--- src/rtl/ascii_frame_loader_if.sv ---
// Bundle of the loader's byte stream, register-file write port, converter
// handshake and result signals. The loader takes the slave view.
interface ascii_frame_loader_if;
   // upstream byte stream
   logic       in_valid;
   logic [7:0] in_data;
   logic       in_last;
   logic       in_ready;

   // shared register-file write port
   logic       W_en;
   logic [3:0] W_Addr;
   logic [7:0] W_Data;

   // converter handshake
   logic       go;
   logic       conv_done;
   logic [4:0] conv_count;

   // status and result
   logic       busy;
   logic       result_valid;
   logic [4:0] result_count;
   logic       overflow;
   logic       timeout;

   modport slave (
      input  in_valid,
      input  in_data,
      input  in_last,
      output in_ready,
      output W_en,
      output W_Addr,
      output W_Data,
      output go,
      input  conv_done,
      input  conv_count,
      output busy,
      output result_valid,
      output result_count,
      output overflow,
      output timeout
   );

   modport master (
      output in_valid,
      output in_data,
      output in_last,
      input  in_ready,
      input  W_en,
      input  W_Addr,
      input  W_Data,
      input  go,
      output conv_done,
      output conv_count,
      input  busy,
      input  result_valid,
      input  result_count,
      input  overflow,
      input  timeout
   );
endinterface

--- src/rtl/ascii_frame_loader.sv ---
// Loads one byte frame into register-file entries 0..15, pads the remainder,
// starts the ASCII-digit converter and reports its digit count.
module ascii_frame_loader #(
   parameter logic [7:0] PAD_CHAR = 8'h20,
   parameter int         WAIT_MAX = 255
) (
   input logic                 Clk,
   input logic                 Rst,
   ascii_frame_loader_if.slave bus
);

   localparam logic [2:0] S_LOAD   = 3'd0;
   localparam logic [2:0] S_DRAIN  = 3'd1;
   localparam logic [2:0] S_FILL   = 3'd2;
   localparam logic [2:0] S_START  = 3'd3;
   localparam logic [2:0] S_WAIT   = 3'd4;
   localparam logic [2:0] S_REPORT = 3'd5;

   localparam logic [7:0] WAIT_LAST = 8'(WAIT_MAX - 1);

   logic [2:0] state_reg, state_next;
   logic [3:0] ptr_reg, ptr_next;
   logic [7:0] wcnt_reg, wcnt_next;
   logic [4:0] result_count_reg, result_count_next;
   logic       overflow_reg, overflow_next;
   logic       timeout_reg, timeout_next;

   logic       in_ready;
   logic       accept;
   logic       w_en;
   logic [3:0] w_addr;
   logic [7:0] w_data;

   // Gating with Rst keeps the write port and handshake quiet while reset is held.
   assign in_ready = Rst && ((state_reg == S_LOAD) || (state_reg == S_DRAIN));
   assign accept   = in_ready && bus.in_valid;

   always_comb begin
      state_next        = state_reg;
      ptr_next          = ptr_reg;
      wcnt_next         = wcnt_reg;
      result_count_next = result_count_reg;
      overflow_next     = overflow_reg;
      timeout_next      = timeout_reg;
      w_en              = 1'b0;
      w_addr            = 4'd0;
      w_data            = 8'd0;

      case (state_reg)
         S_LOAD: begin
            if (accept) begin
               w_en   = 1'b1;
               w_addr = ptr_reg;
               w_data = bus.in_data;
               if (ptr_reg == 4'd0) begin
                  overflow_next = 1'b0;
                  timeout_next  = 1'b0;
               end
               if (ptr_reg == 4'd15) begin
                  if (bus.in_last) begin
                     state_next = S_START;
                  end else begin
                     state_next    = S_DRAIN;
                     overflow_next = 1'b1;
                  end
               end else begin
                  ptr_next = ptr_reg + 4'd1;
                  if (bus.in_last) begin
                     state_next = S_FILL;
                  end
               end
            end
         end

         S_DRAIN: begin
            if (accept && bus.in_last) begin
               state_next = S_START;
            end
         end

         S_FILL: begin
            w_en   = 1'b1;
            w_addr = ptr_reg;
            w_data = PAD_CHAR;
            if (ptr_reg == 4'd15) begin
               state_next = S_START;
            end else begin
               ptr_next = ptr_reg + 4'd1;
            end
         end

         S_START: begin
            ptr_next   = 4'd0;
            wcnt_next  = 8'd0;
            state_next = S_WAIT;
         end

         // conv_done wins over an expiring wait counter
         S_WAIT: begin
            if (bus.conv_done) begin
               result_count_next = bus.conv_count;
               state_next        = S_REPORT;
            end else if (wcnt_reg == WAIT_LAST) begin
               timeout_next      = 1'b1;
               result_count_next = 5'd0;
               state_next        = S_REPORT;
            end else begin
               wcnt_next = wcnt_reg + 8'd1;
            end
         end

         S_REPORT: begin
            state_next = S_LOAD;
         end

         default: begin
            state_next = S_LOAD;
            ptr_next   = 4'd0;
         end
      endcase
   end

   always_ff @(posedge Clk or negedge Rst) begin
      if (!Rst) begin
         state_reg        <= S_LOAD;
         ptr_reg          <= 4'd0;
         wcnt_reg         <= 8'd0;
         result_count_reg <= 5'd0;
         overflow_reg     <= 1'b0;
         timeout_reg      <= 1'b0;
      end else begin
         state_reg        <= state_next;
         ptr_reg          <= ptr_next;
         wcnt_reg         <= wcnt_next;
         result_count_reg <= result_count_next;
         overflow_reg     <= overflow_next;
         timeout_reg      <= timeout_next;
      end
   end

   assign bus.in_ready     = in_ready;
   assign bus.W_en         = w_en;
   assign bus.W_Addr       = w_addr;
   assign bus.W_Data       = w_data;
   assign bus.go           = (state_reg == S_START);
   assign bus.result_valid = (state_reg == S_REPORT);
   assign bus.busy         = !((state_reg == S_LOAD) && (ptr_reg == 4'd0));
   assign bus.result_count = result_count_reg;
   assign bus.overflow     = overflow_reg;
   assign bus.timeout      = timeout_reg;

endmodule

--- src/flat_wrapper.sv ---
// flat-port wrapper written by rule: the top's interface ports become plain ports
module ascii_frame_loader_flat 
#(
   parameter logic [7:0] PAD_CHAR = 8'h20,
   parameter int         WAIT_MAX = 255
)
  (Clk, Rst, bus_in_valid, bus_in_data, bus_in_last, bus_in_ready, bus_W_en, bus_W_Addr, bus_W_Data, bus_go, bus_conv_done, bus_conv_count, bus_busy, bus_result_valid, bus_result_count, bus_overflow, bus_timeout);
  ascii_frame_loader_if bus_i ();
  input logic Clk;
  input logic Rst;
  input wire logic [$bits(bus_i.in_valid)-1:0] bus_in_valid;
  input wire logic [$bits(bus_i.in_data)-1:0] bus_in_data;
  input wire logic [$bits(bus_i.in_last)-1:0] bus_in_last;
  output wire logic [$bits(bus_i.in_ready)-1:0] bus_in_ready;
  output wire logic [$bits(bus_i.W_en)-1:0] bus_W_en;
  output wire logic [$bits(bus_i.W_Addr)-1:0] bus_W_Addr;
  output wire logic [$bits(bus_i.W_Data)-1:0] bus_W_Data;
  output wire logic [$bits(bus_i.go)-1:0] bus_go;
  input wire logic [$bits(bus_i.conv_done)-1:0] bus_conv_done;
  input wire logic [$bits(bus_i.conv_count)-1:0] bus_conv_count;
  output wire logic [$bits(bus_i.busy)-1:0] bus_busy;
  output wire logic [$bits(bus_i.result_valid)-1:0] bus_result_valid;
  output wire logic [$bits(bus_i.result_count)-1:0] bus_result_count;
  output wire logic [$bits(bus_i.overflow)-1:0] bus_overflow;
  output wire logic [$bits(bus_i.timeout)-1:0] bus_timeout;
  assign bus_i.in_valid = bus_in_valid;
  assign bus_i.in_data = bus_in_data;
  assign bus_i.in_last = bus_in_last;
  assign bus_in_ready = bus_i.in_ready;
  assign bus_W_en = bus_i.W_en;
  assign bus_W_Addr = bus_i.W_Addr;
  assign bus_W_Data = bus_i.W_Data;
  assign bus_go = bus_i.go;
  assign bus_i.conv_done = bus_conv_done;
  assign bus_i.conv_count = bus_conv_count;
  assign bus_busy = bus_i.busy;
  assign bus_result_valid = bus_i.result_valid;
  assign bus_result_count = bus_i.result_count;
  assign bus_overflow = bus_i.overflow;
  assign bus_timeout = bus_i.timeout;
  ascii_frame_loader #(.PAD_CHAR(PAD_CHAR), .WAIT_MAX(WAIT_MAX)) u_core (.Clk(Clk), .Rst(Rst), .bus(bus_i));
endmodule
--- config.mk ---
export PLATFORM = sky130hd
export DESIGN_NAME = ascii_frame_loader_flat
export DESIGN_NICKNAME = d
export VERILOG_FILES = /design/src/rtl/ascii_frame_loader_if.sv /design/src/rtl/ascii_frame_loader.sv /design/src/flat_wrapper.sv
export SDC_FILE = /design/constraint.sdc
export NUM_CORES = 1
export LEC_CHECK = 0
export BUFFER_PORTS_ARGS = -buffer_cell sky130_fd_sc_hd__buf_2
export CORE_AREA = 4 4 73 75
export CTS_CLUSTER_SIZE = 10
export DETAILED_ROUTE_END_ITERATION = 6
export DIE_AREA = 0 0 77 79
export GPL_ROUTABILITY_DRIVEN = 0
export GPL_TIMING_DRIVEN = 0
export PLACE_DENSITY = 0.59
export RECOVER_POWER = 25
export SYNTH_ARGS = -nofsm -noshare
export SYNTH_HDL_FRONTEND = slang
export SYNTH_SLANG_ARGS = --single-unit
--- constraint.sdc ---
create_clock -name Clk -period 2.1 [get_ports Clk]
set_input_delay 0.21 -clock Clk [delete_from_list [all_inputs] [get_ports Clk]]
set_output_delay 0.21 -clock Clk [all_outputs]
set_load 0.01 [all_outputs]
==> results of run 1 <==
[per-layer routing]
layer,wire [um],GRT usage
met5,0,0
met4,36,0.0427
met3,169,0.0204
met2,1440,0.179
met1,1630,0.150
[worst max-delay path, stage by stage, from the launching register on]
cell,delay [ns]
dfrtp_1,0.41
inv_1,0.11
ha_1,0.14
nor3b_1,0.47
nand3b_1,0.13
buf_2,0.17
[where the power goes]
part | leakage [nW] | total [mW] | internal, mW | switching, mW
Combinational | 0.525 | 0.859 | 0.363 | 0.496
Sequential | 0.291 | 0.632 | 0.531 | 0.101
Clock | 0.0357 | 0.399 | 0.255 | 0.144
Total | 0.851 | 1.89 | 1.15 | 0.741
[stage by stage]
| step | std cells | hold slack (ns) | util |
|---|---|---|---|
| after global placement | 237 | 0.247 | 0.349 |
| after CTS | 242 | 0.170 | 0.366 |
| after global routing | 244 | 0.163 | 0.367 |
| final | 244 | 0.173 | 0.367 |
| after floorplan | 142 | -0.0856 | - |
| after detailed placement | 237 | 0.251 | 0.349 |
[layout by cell type (no fill, tap or decap), types with 5 or more instances in the layout]
| cell type | netlist | routed |
|---|---|---|
| clkbuf_1 | 0 | 9 |
| or4_1 | 6 | 6 |
| inv_1 | 7 | 7 |
| nor2_1 | 8 | 8 |
| dfrtp_1 | 22 | 22 |
| nand3_1 | 6 | 6 |
| a21oi_1 | 5 | 5 |
| buf_2 | 5 | 37 |
| nand2_1 | 13 | 13 |
| o211ai_1 | 8 | 8 |
| and2_1 | 11 | 11 |
| a22o_1 | 6 | 6 |
[path summary, 6_finish.rpt]
path                                                   end                       start  cells after the start
worst min register to register  u_core.bus.result_count[3]  u_core.bus.result_count[3]                      1
worst max register to register         u_core.state_reg[1]          u_core.wcnt_reg[0]                      7
max in group asynchronous              u_core.state_reg[1]                         Rst                      2
worst max-delay path                              bus_busy           u_core.ptr_reg[1]                      5
min in group asynchronous                u_core.ptr_reg[1]                         Rst                      2
worst min-delay path            u_core.bus.result_count[3]           bus_conv_count[3]                      2
[cell families (layout without fill, tap and decap cells)]
kind of cell               after synthesis  count (layout)  synth area share
buffers and inverters                   13              61            0.0462
DFF                                     22              22             0.407
AOI/OAI and AO/OA                       37              37             0.207
adders and majority gates                4               4            0.0370
xor gates and xnor gates                 2               2            0.0129
and+or+nand+nor                         63              63             0.282
muxes                                    1               1           0.00832
[repair_timing]
action / CTS / global route
hold buffers: 1 / 0
hold endpoints to repair: 22 / 0
gates resized for setup: 0 / 0
endpoints found under the setup margin: 0 / 7
buffers inserted: 0 / 2
[final cells by class]
| class | count | area (um^2) | area share |
|---|---|---|---|
| Buffer | 6 | 35.0 | 0.0205 |
| Clock buffer | 3 | 41.3 | 0.0241 |
| Clock inverter | 1 | 30.0 | 0.0175 |
| Inverter | 7 | 26.3 | 0.0154 |
| Multi-Input combinational cell | 107 | 741 | 0.433 |
| Sequential cell | 22 | 551 | 0.322 |
| Tap cell | 54 | 67.6 | 0.0395 |
| Timing Repair Buffer | 44 | 220 | 0.129 |
==> results by group, run 1 <==
STA
  • Fin crit share: 0.903
  • Final Skew: roughly 0.0017 ns
  • Peak Freq: between 0.5 and 0.6 GHz
  • Final Max Slew Viols: 0
  • Worst rel slew slack: 0.348
  • Setup violations, final: 0
  • Final WS setup: 0.204 ns
  • Fin Setup TNS: 0 ns
  • Final Hold Fails: 0
  • Unrepaired setup endpoints after global routing: no
  • Worst slew pin tran: roughly 1 ns
  • Final worst path period need: about 1.9 ns

Yosys
  • Synth unique cells: 38
  • Top cell type by total area after synthesis: dfrtp_1
  • Post-Syn Area: 0.00135 mm^2
  • Top-count cell post-synth: dfrtp_1
  • Post-synth net total: 164
  • Synth top area cells: dfrtp_1, and2_1, o211ai_1
  • Ys Warns: 0
  • Top cells by count, synth: dfrtp_1, nand2_1, and2_1
  • Syn Inst Count: about 140
  • Seq/Total Area, Yosys: 0.407
  • Top cell type's share of synthesized area: 0.407
  • Ys async rst share: 1.00
  • Syn_area_per_cell: 9.53 um^2
  • Synth Flop Type: dfrtp_1
  • EDFF count, synth: 0
  • Yosys reg bits: 22

Placed design
  • Placed inst area: between 0.0015 and 0.002 mm^2
  • IO buf count: about 40
  • Half-perimeter wire length after detailed placement: 2430 um
  • Pre-CTS setup slack: ~0.18 ns

Final layout
  • Final layout net count: roughly 210
  • Design area: around 0.0017 mm^2
  • Max reg flops: 8
  • Layout cells sized above 1: 0.279
  • Filler cells: around 470
  • Diodes inserted: 0
  • Layout area overhead: 26.4%

Clock tree
  • Reg clk slew, reported paths: ~0.080 ns
  • H-tree levels: 1
  • Clock Path Buffers: 2
  • Clk root buf: clkbuf_8
  • Clock sink total: 22
  • CTS tree: done
  • CTS Buf Count: 3
  • Clock latency on the worst-skew pair: about 0.26 ns

Critical path
  • Worst Path Arrival: 1.69 ns
  • Crit path required time: around 1.9 ns
  • Crit. End Element: primary output
  • Crit Path Category: reg -> out
  • Critical Path Source Type: flip-flop
  • Worst Path Max Fanout: 4
  • Reg2reg setup slack: 0.32 ns

Routing
  • Drt initial violations: 97
  • Antenna Nets Post-Route: 0
  • Drt pass-1 iters: 4
  • Vias per cell: roughly 5.1
  • Per-cell routed wire length: approximately 13 um
  • DRT Wirelength: 3270 um
  • Vias: about 1,200
  • DR DRC count: 0

Global route
  • Vias in the first global route: approximately 1,200
  • Largest net degree at the start of global routing: 23
  • All-Layer GR Usage: 0.112
  • Global-route wire length before repair: 5520 um
  • Grt ovf: 0
  • Initial antenna violation count: 0

Status
  • Status: finished clean

Job
  • MaxCap Viol Count: 0

Floorplanning
  • DIE WIDTH: 77 um
  • Die H: roughly 79 um
  • Die Area: between 0.006 and 0.007 mm^2
  • Initial Utilization: 0.290
  • IO Pins: 42
  • Core area: approximately 0.0047 mm^2
  • Row cnt: 25

Power and ir drop
  • Post-layout power: 1.89 mW
  • Leakage Power: around 0.85 nW
  • PwrDens: 1100 mW/mm^2
  • VDD IR max: 0.393 mV

Worst hold path
  • Worst hold path type: in -> reg
Power figures use the tool's default switching activity.
==> run 2: changes to the inputs <==
--- a/config.mk
+++ b/config.mk
@@ -5,11 +5,12 @@
 export SDC_FILE = /design/constraint.sdc
 export NUM_CORES = 1
 export LEC_CHECK = 0
+export ABC_AREA = 1
 export BUFFER_PORTS_ARGS = -buffer_cell sky130_fd_sc_hd__buf_2
-export CORE_AREA = 4 4 73 75
+export CORE_AREA = 4 4 75 77
 export CTS_CLUSTER_SIZE = 10
 export DETAILED_ROUTE_END_ITERATION = 6
-export DIE_AREA = 0 0 77 79
+export DIE_AREA = 0 0 79 81
 export GPL_ROUTABILITY_DRIVEN = 0
 export GPL_TIMING_DRIVEN = 0
 export PLACE_DENSITY = 0.59
==> run 2 against run 1 <==
Utilization fell by 0.76 points. Register-to-register slack better by 0.11 ns. Non-clock buffer count fell by 4. Combinational power grew 37%. Sequential power grew 13%. Synthesized area up 7.7%. Routed wire length grew 7.2%. Via count rose by 17%. Cell area is 5.3% higher.
==> results by group, run 2 <==
STA
  • Final Skew: 0.00896 ns (+0.00722 ns)
  • Worst slew pin tran: 1.03 ns (+0.0554 ns)
  • Final worst path period need: 1.86 ns (-0.0329 ns)
  • Final Max Slew Viols: 0 (unchanged)
  • Final Hold Fails: 0 (unchanged)
  • Hold_ws: 0.174 ns (+0.00128 ns)
  • Peak Freq: 0.537 GHz (+1.8%)
  • Final WS setup: 0.237 ns (+0.0329 ns)
  • Unrepaired setup endpoints after global routing: no
  • Setup violations, final: 0 (unchanged)
  • Worst rel slew slack: 0.311 (-0.0370)
  • Fin Setup TNS: 0 ns (unchanged)
  • Fin crit share: 0.887 (-0.0157)

Floorplanning
  • IO Pins: 42 (unchanged)
  • Die H: 81 um (+2.5%)
  • Row cnt: 26 (+4.0%)
  • Core area: 0.00501 mm^2 (+7.5%)
  • Die Area: 0.00640 mm^2 (+5.2%)
  • Initial Utilization: 0.291 (+0.000489)
  • DIE WIDTH: 79 um (+2.6%)

Worst hold path
  • Worst Hold End: u_core.bus.result_count[0]
  • Worst hold path type: in -> reg
  • WHS Path Cells: 3 (+1)
  • Hold Startpoint: bus_conv_count[0]

Final layout
  • Most frequent cells in the layout: nand2_1, nand3_1, buf_2
  • Final layout net count: 277 (+30%)
  • Most common cell after layout, fill and taps aside: nand2_1
  • Filler cells: 557 (+18%)
  • Diodes inserted: 0 (unchanged)
  • Layout Cells excl Fill: 324 (+33%)
  • Layout area overhead: 23.6%
  • Layout cells sized above 1: 0.213 (-0.0663)
  • Sequential cell area: 551 um^2 (unchanged)
  • Max reg flops: 8 (unchanged)
  • Multi-input logic area: 751 um^2 (+1.4%)

Yosys
  • Synth top area cells: dfrtp_1, nand2_1, nand3_1
  • Synth unique cells: 23 (-39%)
  • Yosys reg bits: 22 (unchanged)
  • Top cells by count, synth: nand2_1, nand3_1, nor2_1
  • Top cell type by total area after synthesis: dfrtp_1
  • Top cell type's share of synthesized area: 0.378 (-0.0290)
  • Syn Inst Count: 209 (+47%)
  • Post-synth net total: 231 (+41%)
  • Top-count cell post-synth: nand2_1
  • Syn_area_per_cell: 6.97 um^2 (-27%)
  • Post-Syn Area: 0.00146 mm^2 (+7.7%)
  • EDFF count, synth: 0 (unchanged)
  • Seq/Total Area, Yosys: 0.378 (-0.0290)
  • Ys async rst share: 1.00 (unchanged)
  • Synth Flop Type: dfrtp_1
  • Ys Warns: 0 (unchanged)

Power and ir drop
  • Post-layout power: 2.29 mW (+21%)
  • PwrDens: 1270 mW/mm^2 (+15%)
  • VDD IR max: 0.651 mV (+66%)
  • Leakage Power: 0.936 nW (+10%)

Placed design
  • IO buf count: 40 (-2.4%)
  • Pre-CTS setup slack: 0.342 ns (+0.161 ns)
  • Half-perimeter wire length after detailed placement: 2690 um (+11%)
  • Placed Cells: 319 (+35%)

Critical path
  • Worst Path Max Fanout: 8 (+4)
  • Crit path required time: 1.89 ns (about the same)
  • Critical Path Source Type: flip-flop
  • Reg2reg end: u_core.wcnt_reg[3]
  • Worst Path Arrival: 1.65 ns (-0.04 ns)
  • Worst reg-to-reg path cell count: 9 (+2)
  • Crit. End Element: primary output
  • Crit Path Category: reg -> out
  • Reg2reg setup slack: 0.43 ns (+0.11 ns)
  • RR Startpoint: u_core.wcnt_reg[0]

Clock tree
  • H-tree levels: 1 (unchanged)
  • CTS resizes: 0 (unchanged)
  • CTS Buf Count: 3 (unchanged)
  • # Post-CTS Setup Buffers: 0 (unchanged)
  • Clk root buf: clkbuf_8
  • Reg clk slew, reported paths: 0.09 ns (about the same)
  • CTS tree: done
  • Clock sink total: 22 (unchanged)
  • Clock Path Buffers: 2 (unchanged)
  • Clock latency on the worst-skew pair: 0.26 ns (about the same)

Global route
  • Vias in the first global route: 1,383 (+17%)
  • Global-route wire length before repair: 6290 um (+14%)
  • Largest net degree at the start of global routing: 23 (unchanged)
  • Initial antenna violation count: 0 (unchanged)
  • All-Layer GR Usage: 0.119 (+0.00765)
  • Grt ovf: 0 (unchanged)

Routing
  • DR DRC count: 0 (unchanged)
  • Drt pass-1 iters: 4 (unchanged)
  • Per-cell routed wire length: 10.8 um (-19%)
  • Antenna Nets Post-Route: 0 (unchanged)
  • DRT Wirelength: 3500 um (+7.2%)
  • Vias: 1,443 (+17%)
  • Vias per cell: 4.45 (-12%)
  • Drt initial violations: 79 (-19%)

Status
  • Status: finished clean

Job
  • MaxCap Viol Count: 0 (unchanged)
## run 2: cell types whose count changed in the layout (fill, tap and decap cells not counted), moves of 4 or more
cell	previous run	this run
o211ai_1	8	0
nand4_1	1	5
inv_1	7	25
a22o_1	6	0
nor2_1	8	30
nand3_1	6	34
nand2_1	13	50
and2_1	11	0
o21ai_1	4	9
or4_1	6	0
## run 2: final cells by class
type / instances / share of cell area
Buffer: 5 / 0.0208
Tap cell: 70 / 0.0486
Clock buffer: 3 / 0.0229
Sequential cell: 22 / 0.306
Timing Repair Buffer: 41 / 0.111
Clock inverter: 1 / 0.0167
Inverter: 27 / 0.0576
Multi-Input combinational cell: 155 / 0.417
## run 2: cells by family (layout without fill, tap and decap cells)
logic type / count (synthesis) / count (layout) / synth area share
AOI/OAI and AO/OA: 20 / 20 / 0.0712
adders and majority gates: 4 / 4 / 0.0343
buffers and inverters: 32 / 77 / 0.0970
DFF: 22 / 22 / 0.378
and+or+nand+nor: 131 / 131 / 0.420
## run 2: worst max path at each step
| stage | from | endpoint | slack, ns |
|---|---|---|---|
| finish | u_core.state_reg[1] | bus_W_Addr[0] | 0.24 |
| global route | u_core.state_reg[1] | bus_W_Addr[2] | 0.04 |
| CTS | u_core.state_reg[2] | bus_W_Addr[0] | 0.21 |
| detailed placement | Rst | bus_W_Addr[0] | 0.34 |
| global placement | Rst | bus_W_Addr[3] | 0.35 |
| floorplan | u_core.wcnt_reg[0] | u_core.wcnt_reg[1] | 0.71 |
## run 2: worst max-delay path, cell delays in order, from the launching register on
cell,delay [ns]
dfrtp_1,0.38
buf_6,0.14
nor2_1,0.16
nand3_1,0.17
nand2_1,0.14
nand2_1,0.14
nor2_1,0.12
buf_2,0.14
## run 2: where the power goes
group	internal, mW	switching (mW)
clock network	0.255	0.145
logic	0.427	0.751
registers	0.568	0.143
total	1.25	1.04
## run 2: what timing repair did
| action | 4_1_cts | 5_1_grt |
|---|---|---|
| endpoints found under the setup margin | 0 | 0 |
| hold endpoints to repair | 22 | 0 |
| hold buffers | 1 | 0 |
## run 2: metal layers
metal	track usage	routed length, um	vias up
li1	-	-	763
met4	0.0326	29	0
met1	0.155	1630	662
met5	0	0	-
met3	0.0277	107	4
met2	0.199	1730	14
## run 2: metrics by stage
step | instance area (um^2) | utilization
final | 1800 | 0.360
after CTS | 1830 | 0.365
after floorplan | 1460 | -
after global placement | 1750 | 0.348
after detailed placement | 1750 | 0.348
after global routing | 1800 | 0.360
==> run 3: changes to the inputs <==
--- a/config.mk
+++ b/config.mk
@@ -7,13 +7,15 @@
 export LEC_CHECK = 0
 export ABC_AREA = 1
 export BUFFER_PORTS_ARGS = -buffer_cell sky130_fd_sc_hd__buf_2
+export CELL_PAD_IN_SITES_DETAIL_PLACEMENT = 0
+export CELL_PAD_IN_SITES_GLOBAL_PLACEMENT = 1
 export CORE_AREA = 4 4 75 77
 export CTS_CLUSTER_SIZE = 10
 export DETAILED_ROUTE_END_ITERATION = 6
 export DIE_AREA = 0 0 79 81
 export GPL_ROUTABILITY_DRIVEN = 0
 export GPL_TIMING_DRIVEN = 0
-export PLACE_DENSITY = 0.59
+export PLACE_DENSITY = 0.76
 export RECOVER_POWER = 25
 export SYNTH_ARGS = -nofsm -noshare
 export SYNTH_HDL_FRONTEND = slang
==> run 3 against run 2 <==
Fmax down 1.3%. Worst hold slack worse by 0.013 ns. Flip-flop and latch count unchanged. Cell count unchanged. Routed wire length up 4.5%. Combinational power about the same. Register-to-register slack about the same. Clock power up 2%. Critical path depth unchanged.
==> results by group, run 3 (synthesized netlist as in run 2, its figures left out) <==
Status
  • Status: finished clean

Critical path
  • Worst Path Arrival: 1.68 ns (+0.03 ns)
  • Critical Path Source Type: flip-flop
  • Worst Path Max Fanout: 8 (unchanged)
  • Crit. End Element: primary output
  • Crit path required time: 1.89 ns (about the same)
  • Crit Path Category: reg -> out

Final layout
  • Filler cells: 575 (+3.2%)
  • Most common cell after layout, fill and taps aside: nand2_1
  • Max reg flops: 8 (unchanged)
  • Diodes inserted: 0 (unchanged)
  • Final layout net count: 277 (unchanged)
  • Layout Cells excl Fill: 324 (unchanged)
  • Design area: 0.00180 mm^2 (about the same)
  • Sequential cell area: 551 um^2 (unchanged)
  • Layout cells sized above 1: 0.209 (-0.00394)
  • Multi-input logic area: 751 um^2 (unchanged)
  • Layout area overhead: 23.5% (about the same)
  • Most frequent cells in the layout: nand2_1, nand3_1, buf_2

Routing
  • DR DRC count: 0 (unchanged)
  • Vias per cell: 4.35 (-2.3%)
  • Drt initial violations: 82 (+3.8%)
  • Drt pass-1 iters: 4 (unchanged)
  • DRT Wirelength: 3660 um (+4.5%)
  • Per-cell routed wire length: 11.3 um (+4.5%)
  • Vias: 1,410 (-2.3%)
  • Antenna Nets Post-Route: 0 (unchanged)

Floorplanning
  • Core area: 0.00501 mm^2 (unchanged)
  • Die Area: 0.00640 mm^2 (unchanged)
  • Die H: 81 um (unchanged)
  • Initial Utilization: 0.291 (unchanged)
  • IO Pins: 42 (unchanged)
  • DIE WIDTH: 79 um (unchanged)
  • Row cnt: 26 (unchanged)

STA
  • Peak Freq: 0.530 GHz (-1.3%)
  • Fin crit share: 0.899 (+0.0117)
  • Unrepaired setup endpoints after global routing: no
  • Final Max Slew Viols: 0 (unchanged)
  • Worst rel slew slack: 0.298 (-0.0127)
  • Worst slew pin tran: 1.05 ns (+0.0189 ns)
  • Final Hold Fails: 0 (unchanged)
  • Setup violations, final: 0 (unchanged)
  • Final worst path period need: 1.89 ns (+0.0245 ns)
  • Fin Setup TNS: 0 ns (unchanged)
  • Final Skew: 0.00561 ns (-0.00335 ns)

Global route
  • Global-route wire length before repair: 6200 um (-1.4%)
  • Grt ovf: 0 (unchanged)
  • Met1 Use GR: 0.158 (+0.00319)
  • All-Layer GR Usage: 0.119 (+0.000179)
  • Vias in the first global route: 1,381 (-0.14%)
  • Largest net degree at the start of global routing: 23 (unchanged)
  • Initial antenna violation count: 0 (unchanged)
  • Met3 Use GR: 0.0200 (-0.00776)
  • Met2 GRT Util: 0.198 (-0.00168)
  • Gr busiest metal: met2

Power and ir drop
  • Net Sw Frac: 0.457 (+0.00263)
  • P_sw: 1.05 mW (+0.90%)
  • PwrDens: 1270 mW/mm^2 (+0.39%)
  • Combinational share of power: 0.516 (about the same)
  • Seq pwr share: 0.307 (-0.004)
  • Leakage Power: 0.931 nW (-0.56%)
  • Post-layout power: 2.30 mW (+0.32%)
  • P_int: 1.25 mW (-0.17%)
  • VDD IR max: 0.384 mV (-41%)
  • Clock share of power: 0.177 (+0.003)

Clock tree
  • CTS Buf Count: 3 (unchanged)
  • Clock latency on the worst-skew pair: 0.27 ns (about the same)
  • CTS resizes: 0 (unchanged)
  • Clock sink total: 22 (unchanged)
  • Clk root buf: clkbuf_8
  • H-tree levels: 1 (unchanged)
  • CTS tree: done
  • Clock Path Buffers: 2 (unchanged)
  • Reg clk slew, reported paths: 0.09 ns (about the same)

Placed design
  • Placed Cells: 319 (unchanged)
  • Half-perimeter wire length after detailed placement: 2760 um (+2.4%)
  • IO buf count: 40 (unchanged)
  • Placed inst area: 0.00175 mm^2 (unchanged)

Worst hold path
  • Worst hold path type: in -> reg

Job
  • MaxCap Viol Count: 0 (unchanged)
[run 3: area by class of cell]
cell class / count / share of cell area
plain buffers: 5 / 0.0208
clock inverters: 1 / 0.0167
multi-input cells: 155 / 0.417
inverters: 27 / 0.0577
repair buffers: 41 / 0.110
clock buffers: 3 / 0.0229
well taps: 70 / 0.0486
flip-flops and latches: 22 / 0.306
[run 3: critical path, stage by stage, from the launching register on]
cell and delay (ns):
dfrtp_1 0.38, buf_6 0.14, nor2_1 0.15, nand3_1 0.18, nand2_1 0.16, nand2_1 0.15, nor2_1 0.12, buf_2 0.14
[run 3: per-stage QoR]
stage / utilization / hold WS [ns] / worst slack (ns)
4_1_cts: 0.365 / 0.155 / 0.204
3_3_place_gp: 0.348 / 0.236 / 0.336
5_1_grt: 0.359 / 0.164 / 0.0240
3_5_place_dp: 0.348 / 0.234 / 0.322
2_1_floorplan: - / -0.0856 / 0.711
6_report: 0.359 / 0.161 / 0.212
[run 3: power by group through the flow]
stage | Combinational [mW] | Sequential, mW | Clock, mW
after floorplan | 0.843 | 0.721 | 0
after global placement | 1.22 | 0.714 | 0
after detailed placement | 1.23 | 0.714 | 0
after CTS | 1.23 | 0.707 | 0.423
after global routing | 1.36 | 0.728 | 0.433
final | 1.18 | 0.705 | 0.407
[run 3: repair_timing]
item / CTS / global route
hold buffers: 1 / 0
setup buffers: 0 / 0
hold endpoints to repair: 22 / 0
[run 3: final timing paths]
| check | start | endpoint | slack, ns | cells past startpoint |
|---|---|---|---|---|
| setup / recovery | u_core.state_reg[1] | bus_W_Addr[1] | 0.21 | 7 |
| hold / removal | bus_conv_count[0] | u_core.bus.result_count[0] | 0.16 | 3 |
| setup reg to reg | u_core.wcnt_reg[0] | u_core.wcnt_reg[2] | 0.42 | 9 |
| hold reg to reg | u_core.bus.timeout | u_core.bus.timeout | 0.49 | 2 |
| max in group asynchronous | Rst | u_core.ptr_reg[2] | 0.76 | 2 |
| min in group asynchronous | Rst | u_core.wcnt_reg[4] | 0.70 | 2 |
[run 3: per-layer routing]
metal  up-vias  share of wire
met5         -              0
met4         0          0.016
met3         5          0.042
met2        27           0.45
met1       617           0.50
li1        761              -
